===== src/rtl/cic_decimator.sv =====
// cic_decimator: N-stage CIC decimator (differential delay 1) with identical,
// independent I and Q paths. Decimation R = 2^decim_log2, changeable at run
// time (a change flushes the filter state and restarts settling).
// Optional macro CIC_DECIMATOR_ROUND_EN: round half up before saturating;
// without it the scaled result is truncated (floor) and then saturated.
module cic_decimator #(
  parameter int DSZ       = 16,
  parameter int STAGES    = 4,
  parameter int LOG2_RMAX = 6
) (
  input  logic                  clk,
  input  logic                  reset,
  input  logic signed [DSZ-1:0] in_i,
  input  logic signed [DSZ-1:0] in_q,
  input  logic                  in_valid,
  input  logic [2:0]            decim_log2,
  output logic signed [DSZ-1:0] out_i,
  output logic signed [DSZ-1:0] out_q,
  output logic                  out_valid
);
  localparam int W   = DSZ + STAGES * LOG2_RMAX;
  localparam int SW  = $clog2(STAGES * LOG2_RMAX + 1);
  localparam int CW  = LOG2_RMAX;
  localparam int STW = $clog2(STAGES + 1);
  localparam logic [2:0]        MAX_LOG2 = 3'(LOG2_RMAX);
  localparam logic [STW-1:0]    SETTLED  = STW'(STAGES);
  localparam logic signed [W:0] SAT_HI   = (W+1)'(2**(DSZ-1) - 1);
  localparam logic signed [W:0] SAT_LO   = (W+1)'(-(2**(DSZ-1)));

  logic [2:0]           eff_log2;
  logic [2:0]           prev_log2_reg;
  logic [CW-1:0]        cnt_reg;
  logic [CW-1:0]        r_last;
  logic [SW-1:0]        shift_amt;
  logic [STW-1:0]       settle_reg;
  logic                 flush;
  logic                 strobe;
  logic signed [W-1:0]  comb_i;
  logic signed [W-1:0]  comb_q;

  // Map illegal decimation exponents onto R = 2.
  always_comb begin
    eff_log2 = decim_log2;
    if (decim_log2 == 3'd0 || decim_log2 > MAX_LOG2) eff_log2 = 3'd1;
  end

  assign r_last    = CW'((1 << eff_log2) - 1);
  assign shift_amt = SW'(STAGES * int'(eff_log2));
  // A flushing cycle discards its sample, so it can never strobe.
  assign flush     = (decim_log2 != prev_log2_reg);
  assign strobe    = in_valid && !flush && (cnt_reg == r_last);

  // Track the last sampled rate so a change can be detected one clk later.
  always_ff @(posedge clk) begin
    prev_log2_reg <= decim_log2;
  end

  // Accepted-sample counter 0..R-1; restarts on reset, flush or strobe.
  always_ff @(posedge clk) begin
    if (reset || flush) cnt_reg <= '0;
    else if (in_valid)  cnt_reg <= strobe ? '0 : cnt_reg + CW'(1);
  end

  // Integrator chain: each stage accumulates the previous stage's register.
  for (genvar gi = 0; gi < STAGES; gi++) begin : g_int
    logic signed [W-1:0] acc_i_reg, acc_q_reg;
    logic signed [W-1:0] src_i, src_q;
    if (gi == 0) begin : g_first
      assign src_i = W'(in_i);
      assign src_q = W'(in_q);
    end else begin : g_rest
      assign src_i = g_int[gi-1].acc_i_reg;
      assign src_q = g_int[gi-1].acc_q_reg;
    end
    // Wrapping accumulate on accepted samples only.
    always_ff @(posedge clk) begin
      if (reset || flush) begin
        acc_i_reg <= '0;
        acc_q_reg <= '0;
      end else if (in_valid) begin
        acc_i_reg <= acc_i_reg + src_i;
        acc_q_reg <= acc_q_reg + src_q;
      end
    end
  end

  // Comb chain at the low rate: y = x - x_delayed, delays advance on strobe.
  for (genvar gi = 0; gi < STAGES; gi++) begin : g_comb
    logic signed [W-1:0] dly_i_reg, dly_q_reg;
    logic signed [W-1:0] x_i, x_q, y_i, y_q;
    if (gi == 0) begin : g_first
      assign x_i = g_int[STAGES-1].acc_i_reg;
      assign x_q = g_int[STAGES-1].acc_q_reg;
    end else begin : g_rest
      assign x_i = g_comb[gi-1].y_i;
      assign x_q = g_comb[gi-1].y_q;
    end
    assign y_i = x_i - dly_i_reg;
    assign y_q = x_q - dly_q_reg;
    // Capture this stage's input as the next differential-delay sample.
    always_ff @(posedge clk) begin
      if (reset || flush) begin
        dly_i_reg <= '0;
        dly_q_reg <= '0;
      end else if (strobe) begin
        dly_i_reg <= x_i;
        dly_q_reg <= x_q;
      end
    end
  end

  assign comb_i = g_comb[STAGES-1].y_i;
  assign comb_q = g_comb[STAGES-1].y_q;

  // Remove the R^N gain, then clamp to the output range. One guard bit keeps
  // the rounding add from wrapping near full scale.
  function automatic logic signed [DSZ-1:0] scale(input logic signed [W-1:0] x,
                                                   input logic [SW-1:0] sh);
    logic signed [W:0] t;
    t = (W+1)'(x);
`ifdef CIC_DECIMATOR_ROUND_EN
    if (sh != '0) t = t + ((W+1)'(1) <<< (sh - SW'(1)));
`endif
    t = t >>> sh;
    if (t > SAT_HI) t = SAT_HI;
    if (t < SAT_LO) t = SAT_LO;
    return DSZ'(t);
  endfunction

  // Output register plus settling counter; first STAGES strobes are hidden.
  always_ff @(posedge clk) begin
    if (reset) begin
      out_i      <= '0;
      out_q      <= '0;
      out_valid  <= 1'b0;
      settle_reg <= '0;
    end else begin
      out_valid <= 1'b0;
      if (flush) begin
        settle_reg <= '0;
      end else if (strobe) begin
        if (settle_reg == SETTLED) begin
          out_i     <= scale(comb_i, shift_amt);
          out_q     <= scale(comb_q, shift_amt);
          out_valid <= 1'b1;
        end else begin
          settle_reg <= settle_reg + STW'(1);
        end
      end
    end
  end
endmodule


===== config.mk =====
export PLATFORM = sky130hd
export DESIGN_NAME = cic_decimator
export DESIGN_NICKNAME = d
export VERILOG_FILES = /design/src/rtl/cic_decimator.sv
export SDC_FILE = /design/constraint.sdc
export NUM_CORES = 2
export LEC_CHECK = 0
export CORE_MARGIN = 2
export CORE_UTILIZATION = 45
export CTS_CLUSTER_DIAMETER = 40
export DETAILED_ROUTE_END_ITERATION = 6
export HOLD_SLACK_MARGIN = 0.06
export SLEW_MARGIN = 20
export SYNTH_ARGS = -nofsm -noshare
export SYNTH_HDL_FRONTEND = slang
export SYNTH_SLANG_ARGS = --single-unit

===== constraint.sdc =====
create_clock -name clk -period 14.4 [get_ports clk]
set_input_delay 2.16 -clock clk [delete_from_list [all_inputs] [get_ports clk]]
set_output_delay 2.16 -clock clk [all_outputs]
set_load 0.03 [all_outputs]

After elaboration in Yosys (flattened, before gate mapping)
Index checks and enable logic that the tools add are counted.
{"block": "classes", "muxes": 15, "n_div": 0, "shift": 3, "n_bitwise": 3, "n_lt_le_gt_ge": 5, "reduce_logical": 10, "addsub": 19, "n_eq_ne": 3, "multipliers": 0}
{"operator": "41-bit two-way mux", "n": 10}
{"operator": "40-bit subtractor", "n": 8}
{"operator": "40-bit adder", "n": 6}
{"operator": "41-bit by 16-bit greater-than comparator with 1-bit output (second input constant)", "n": 2}
{"operator": "41-bit by 16-bit < comparator with 1-bit output (second input constant)", "n": 2}
{"operator": "40-bit by 5-bit >>> shifter with 41-bit output", "n": 2}
{"operator": "40-bit by 16-bit adder with 40-bit output", "n": 2}
{"operator": "16-bit two-way mux", "n": 2}
{"operator": "6-bit by 1-bit adder with 6-bit output (second input constant)", "n": 1}
{"operator": "6-bit == test", "n": 1}
{"operator": "6-bit two-way mux", "n": 1}
{"operator": "1-bit by 3-bit << shifter with 6-bit output (first input constant)", "n": 1}
{"operator": "6-bit by 2-bit subtractor with 6-bit output (second input constant)", "n": 1}
{"operator": "3-bit by 1-bit adder with 3-bit output (second input constant)", "n": 1}
{"operator": "3-bit == test (second input constant)", "n": 1}
{"operator": "3-bit greater-than comparator (second input constant)", "n": 1}
{"operator": "3-bit zero test", "n": 1}
{"operator": "3-bit two-way mux", "n": 1}
{"operator": "3-bit != test", "n": 1}
{"operator": "1-bit NOT", "n": 3}
{"operator": "3-bit AND reduction", "n": 1}
{"operator": "3-bit OR reduction", "n": 1}
{"operator": "1-bit logical AND", "n": 2}
{"operator": "1-bit logical OR", "n": 2}
{"operator": "4 further kinds", "n": 4}
{"block": "word_totals", "rom_bits": 0, "word_cells": 80, "mem_count": 0, "inputBits": 38, "regBits": 685, "mem_bits_rw": 0, "latchBits": 0, "output_inout_bits": 33}

Longest topological paths before layout
{"block": "logic_depth", "ltp_word": 13, "mapped_depth": 55, "depth_no_buf": 54}

Worst setup path after synthesis
Ideal clock, no wire load.
{"block": "synth_timing", "path_kind": "register to register", "startpoint": "reg g_int[3].acc_q_reg[0] (netlist: g_comb[0].x_q[0])", "endpoint": "reg out_q[0]", "arrival_ns": 9.938, "setup_time_ns": 0.088, "path_buffers": 1, "t_required_ns": 14.312, "stages_incl_launch_ff": 52, "period_less_slack_ns": 10.026, "setup_slack_ns": 4.374, "cell_sequence": "dfxtp_1 > inv_1 > ha_1 > inv_1 > fa_1 > a21o_1 > a21oi_1 > nor2b_1 > o41a_1 > a211o_1 > xor2_1 > ha_1 > and3_1 > a31o_2 > a21o_1 > a221o_1 > a21oi_1 > o21bai_1 > (+16 left out) > a21oi_1 > xnor2_1 > ha_1 > clkbuf_1 > nand3_1 > o41ai_1 > a211oi_1 > a21oi_1 > o41ai_2 > xor2_1 > mux2_2 > a22oi_1 > nand3_1 > nor2_1 > nand4_2 > a2111oi_4 > nor2_2 > o32ai_2"}
{"block": "synth_between", "elab_chain_len": 13}
{"element": "start: declaration", "line": "66", "source": "logic signed [W-1:0] acc_i_reg, acc_q_reg;"}
{"element": "start signal: assignment", "line": "82", "source": "acc_q_reg <= acc_q_reg + src_q;"}
{"element": "40-bit subtractor *", "line": "99", "source": "assign y_q = x_q - dly_q_reg;"}
{"element": "named net g_comb[0].y_q[10]", "line": "90", "source": "logic signed [W-1:0] x_i, x_q, y_i, y_q;"}
{"element": "40-bit subtractor *", "line": "99"}
{"element": "named net g_comb[1].y_q[21]", "line": "90"}
{"element": "40-bit subtractor *", "line": "99"}
{"element": "named net g_comb[2].y_q[29]", "line": "90"}
{"element": "40-bit subtractor *", "line": "99"}
{"element": "40-bit by 5-bit >>> shifter with 41-bit output *", "line": "124", "source": "t = t >>> sh;"}
{"element": "41-bit by 16-bit greater-than comparator with 1-bit output", "line": "125", "source": "if (t > SAT_HI) t = SAT_HI;"}
{"element": "41-bit two-way mux *", "line": "125"}
{"element": "41-bit two-way mux *", "line": "142", "source": "if (settle_reg == SETTLED) begin"}
{"element": "41-bit two-way mux *", "line": "141", "source": "end else if (strobe) begin"}
{"element": "41-bit two-way mux *", "line": "139", "source": "if (flush) begin"}
{"element": "41-bit two-way mux *", "line": "132", "source": "if (reset) begin"}
{"element": "41-bit by 16-bit < comparator with 1-bit output", "line": "126", "source": "if (t < SAT_LO) t = SAT_LO;"}
{"element": "16-bit two-way mux *", "line": "126"}
{"element": "end signal: assignment", "line": "144", "source": "out_q <= scale(comb_q, shift_amt);"}
{"element": "end: declaration", "line": "18", "source": "output logic signed [DSZ-1:0] out_q,"}
Mark *: on every way through the listed nets, which the timed path passes. The rest lies on a longest branch. The select of a mux whose other input is x is not followed.
A chain may end at the register's enable or synchronous reset.

Worst setup path after layout
{"block": "layout_timing", "startpoint": "reg g_int[3].acc_i_reg[4] (netlist: g_comb[0].x_i[4])", "endpoint": "reg out_i[6]"}
{"block": "layout_between", "elab_chain_len": 13}
{"element": "start: declaration", "line": "66"}
{"element": "start signal: assignment", "line": "81", "source": "acc_i_reg <= acc_i_reg + src_i;"}
{"element": "40-bit subtractor *", "line": "98", "source": "assign y_i = x_i - dly_i_reg;"}
{"element": "named net g_comb[0].y_i[21]", "line": "90"}
{"element": "40-bit subtractor *", "line": "98"}
{"element": "named net g_comb[1].y_i[25]", "line": "90"}
{"element": "40-bit subtractor *", "line": "98"}
{"element": "named net g_comb[2].y_i[36]", "line": "90"}
{"element": "40-bit subtractor *", "line": "98"}
{"element": "40-bit by 5-bit >>> shifter with 41-bit output *", "line": "124"}
{"element": "41-bit by 16-bit greater-than comparator with 1-bit output", "line": "125"}
{"element": "41-bit two-way mux *", "line": "125"}
{"element": "41-bit two-way mux *", "line": "142"}
{"element": "41-bit two-way mux *", "line": "141"}
{"element": "41-bit two-way mux *", "line": "139"}
{"element": "41-bit two-way mux *", "line": "132"}
{"element": "41-bit by 16-bit < comparator with 1-bit output", "line": "126"}
{"element": "16-bit two-way mux *", "line": "126"}
{"element": "end signal: assignment", "line": "143", "source": "out_i <= scale(comb_i, shift_amt);"}
{"element": "end: declaration", "line": "17", "source": "output logic signed [DSZ-1:0] out_i,"}
Marked as above.

==> flow_summary.ini <==
[clock_tree]
numCtsBuffers = 138
cts_tree = yes
cts_setup_buffers = 0
clock_sinks = 685
postCtsResizedCells = 0
htreeDepth = 4
clkSlewWorstSetupHoldPaths_ns = 0.05
clock_latency_ns = 0.76
cts-root-buf = clkbuf_16
clock_path_buffers = 3
ctsHoldBuffers = 0

[logic_synthesis]
yosys.area.top_type_share_pct = 24.4
synth_edf_count = 0
synth_area_sq_um = 56100
syn_inst = 7422
synth_area_leader_cell = dfxtp_1
ys_seq_area_share_pct = 24.4
ys_warn_count = 0
synthArstFlopShare_pct = 0
synthFlopType = dfxtp_1
syn-num-nets = 8103
ys_types = 106
synthTopCellsByArea = dfxtp_1 24%, ha_1 14%, a21oi_1 7.7%, nand2_1 6.3%, xnor2_1 6.2%
ys_ff_latch = 685
postSynthAreaPerCell_sq_um = 7.56

[power_and_ir_drop]
power.density_nw_per_um2 = 155
clockPowerShare_pct = 34.4
swShare_pct = 39.9
seq_power_share_pct = 19.5
p_int_mw = 5.89
p_comb_share_pct = 46.1
vdd_drop_max_v = 0.000138
p_total_mw = 9.81
p_leak_nw = 26.0
p_switching_mw = 3.91

[floorplan]
io_pins = 71
die_w_microns = 357
fp.dieH_microns = 357
initial_utilization_pct = 45.3
core.rowCount = 129
core-area_sq_um = 124000
die_area_sq_um = 128000

[outcome]
status = finished with violations
violations = design-rule violations

[global_route]
grt_pass1_vias = 46300
gr-total-overflow = 0
grt_pass1_wl_microns = 230000
grt.total_usage_pct = 21.2
grt_max_degree = 231
antenna_found_initial = 0

[layout]
drive_gt1_share_pct = 4.89
final_nets = 8081
fillCellCount = 11900
syn_to_final_growth_pct = 12.4
final-instance-count-excl-fill = 9143
stdcell_area_sq_um = 63100
antenna-diode-count = 0
utilization_pct = 51.0

[critical_path]
reg2reg_from = g_comb[0].x_i[4]$_SDFFE_PP0P_
crit_start = g_comb[0].x_i[4]$_SDFFE_PP0P_
critical_path_required_ns = 14.97
end_kind = register
cp_data_arrival_time_ns = 11.93
max_stage_delay_ns = 0.80
path_max_fanout = 15
path_class = reg -> reg
reg2reg_setup_slack_ns = 3.03
reg2reg_to = out_i[6]$_SDFFE_PP0P_
critPathLaunchType = register
slowest_stage = xnor2_1
reg2regPathDepth = 42

[detailed_routing]
ant_nets = 0
wirelength_microns = 137000
vias = 49500
route.detailed.drc = 7
first_pass_iters = 7
dr.first_iter.drc_count = 2573
routed_via_density = 5.42
wl_per_cell_microns = 14.9

[placed_design]
placed_cells = 8897
portBuffers = 70
place_area_sq_um = 58200
dpl_worst_slack_ns = 3.20
dpl.hpwl_microns = 100000
place_congestion = 0.920

[sta]
layout_min_cycle_time_ns = 11.37
fin_tns_setup_ns = 0
worst_hold_slack_ns = 0.450
slew_viol_final = 0
tightest_slew_ns = 1.12
max_freq_mhz = 88.0
hold_viol = 0
timing.final.crit_share_pct = 79.0
setup_ws_ns = 3.03
slew_headroom_pct = 25.1
fin_worst_skew_ns = 0.0323
setup_viol = 0
rsz0062_at_grt = no

[min_path]
min_path_type = reg -> reg
holdPathStages = 2
holdCritStartpoint = g_comb[0].dly_i_reg[12]$_SDFFE_PP0P_
hold_end = g_comb[0].dly_i_reg[12]$_SDFFE_PP0P_

[run]
drv_cap = 0
-- logic make-up (layout without fill, tap and decap cells) --
group | Yosys count | in the layout | synth area share [%]
flops | 685 | 685 | 24.4
xor+xnor | 561 | 561 | 8.82
simple gates | 2380 | 2380 | 18.4
fa+ha+maj | 644 | 644 | 14.6
mux | 242 | 242 | 4.37
buf+inv | 771 | 855 | 5.19
compound gates | 2139 | 2139 | 24.2
-- final cells by class --
class	count	area [sq um]	area share, %
Multi-Input combinational cell	5966	39500	62.7
Sequential cell	685	13700	21.7
Clock buffer	172	3900	6.18
Tap cell	1637	2050	3.25
Inverter	504	1890	3.00
Clock inverter	74	1030	1.63
Timing Repair Buffer	105	978	1.55
-- Yosys cell counts (73+ instances only) --
library cell	instances
o21a_1	83
nor2_1	781
a21o_1	222
xor2_1	162
o21ai_0	291
o21bai_1	90
clkbuf_1	233
nor2b_1	79
nand2b_1	73
nor3_1	133
a21oi_1	862
ha_1	627
inv_1	501
nand3_1	118
a211oi_1	97
dfxtp_1	685
xnor2_1	396
nand2_1	945
mux2i_1	234
-- power groups by stage --
stage	logic [mW]	clock network, mW	registers, mW
6_report	4.52	3.38	1.91
5_1_grt	4.99	3.55	1.91
4_1_cts	4.48	3.46	1.91
3_5_place_dp	4.46	0	1.95
3_3_place_gp	4.46	0	1.95
2_1_floorplan	3.45	0	1.95
-- worst max-delay path, delay by kind of cell, from the launching register on --
kind,cells,cell delay (ns)
AND/OR/NAND/NOR,11,2.25
AO/OA/AOI/OAI,22,5.73
adder cells (fa/ha/maj),4,1.30
flip-flops,1,0.37
XOR/XNOR,5,1.51
-- metal layers --
layer / vias to the layer above / track usage [%] / wire length (microns)
met5: - / 0 / 0
li1: 26200 / - / -
met2: 823 / 32.6 / 56700
met3: 257 / 3.16 / 4990
met4: 0 / 8.29 / 4680
met1: 22300 / 29.8 / 70300
-- layout by cell type, fill, tap and decap left out, types with 66 or more instances in the layout --
| cell | n |
|---|---|
| dfxtp_1 | 685 |
| a21oi_1 | 862 |
| xor2_1 | 162 |
| o21ai_0 | 291 |
| nand3_1 | 118 |
| ha_1 | 627 |
| nor2b_1 | 79 |
| a211oi_1 | 97 |
| clkbuf_16 | 143 |
| nand2b_1 | 72 |
| o21a_1 | 83 |
| mux2i_1 | 234 |
| clkdlybuf4s50_1 | 66 |
| o21bai_1 | 90 |
| inv_1 | 500 |
| nor3_1 | 132 |
| a21o_1 | 222 |
| nand2_1 | 945 |
| nor2_1 | 778 |
| xnor2_1 | 396 |
-- worst max-delay path by stage --
stage                                         to  slack (ns)  depth (start not counted)
after floorplan            out_q[0]$_SDFFE_PP0P_        4.37                         51
after global placement     out_q[0]$_SDFFE_PP0P_        3.25                         51
after detailed placement  out_i[14]$_SDFFE_PP0P_        3.20                         45
after CTS                  out_i[6]$_SDFFE_PP0P_        3.13                         45
after global routing       out_i[6]$_SDFFE_PP0P_        1.90                         48
final                      out_i[6]$_SDFFE_PP0P_        3.03                         42
Power figures use the tool's default switching activity.
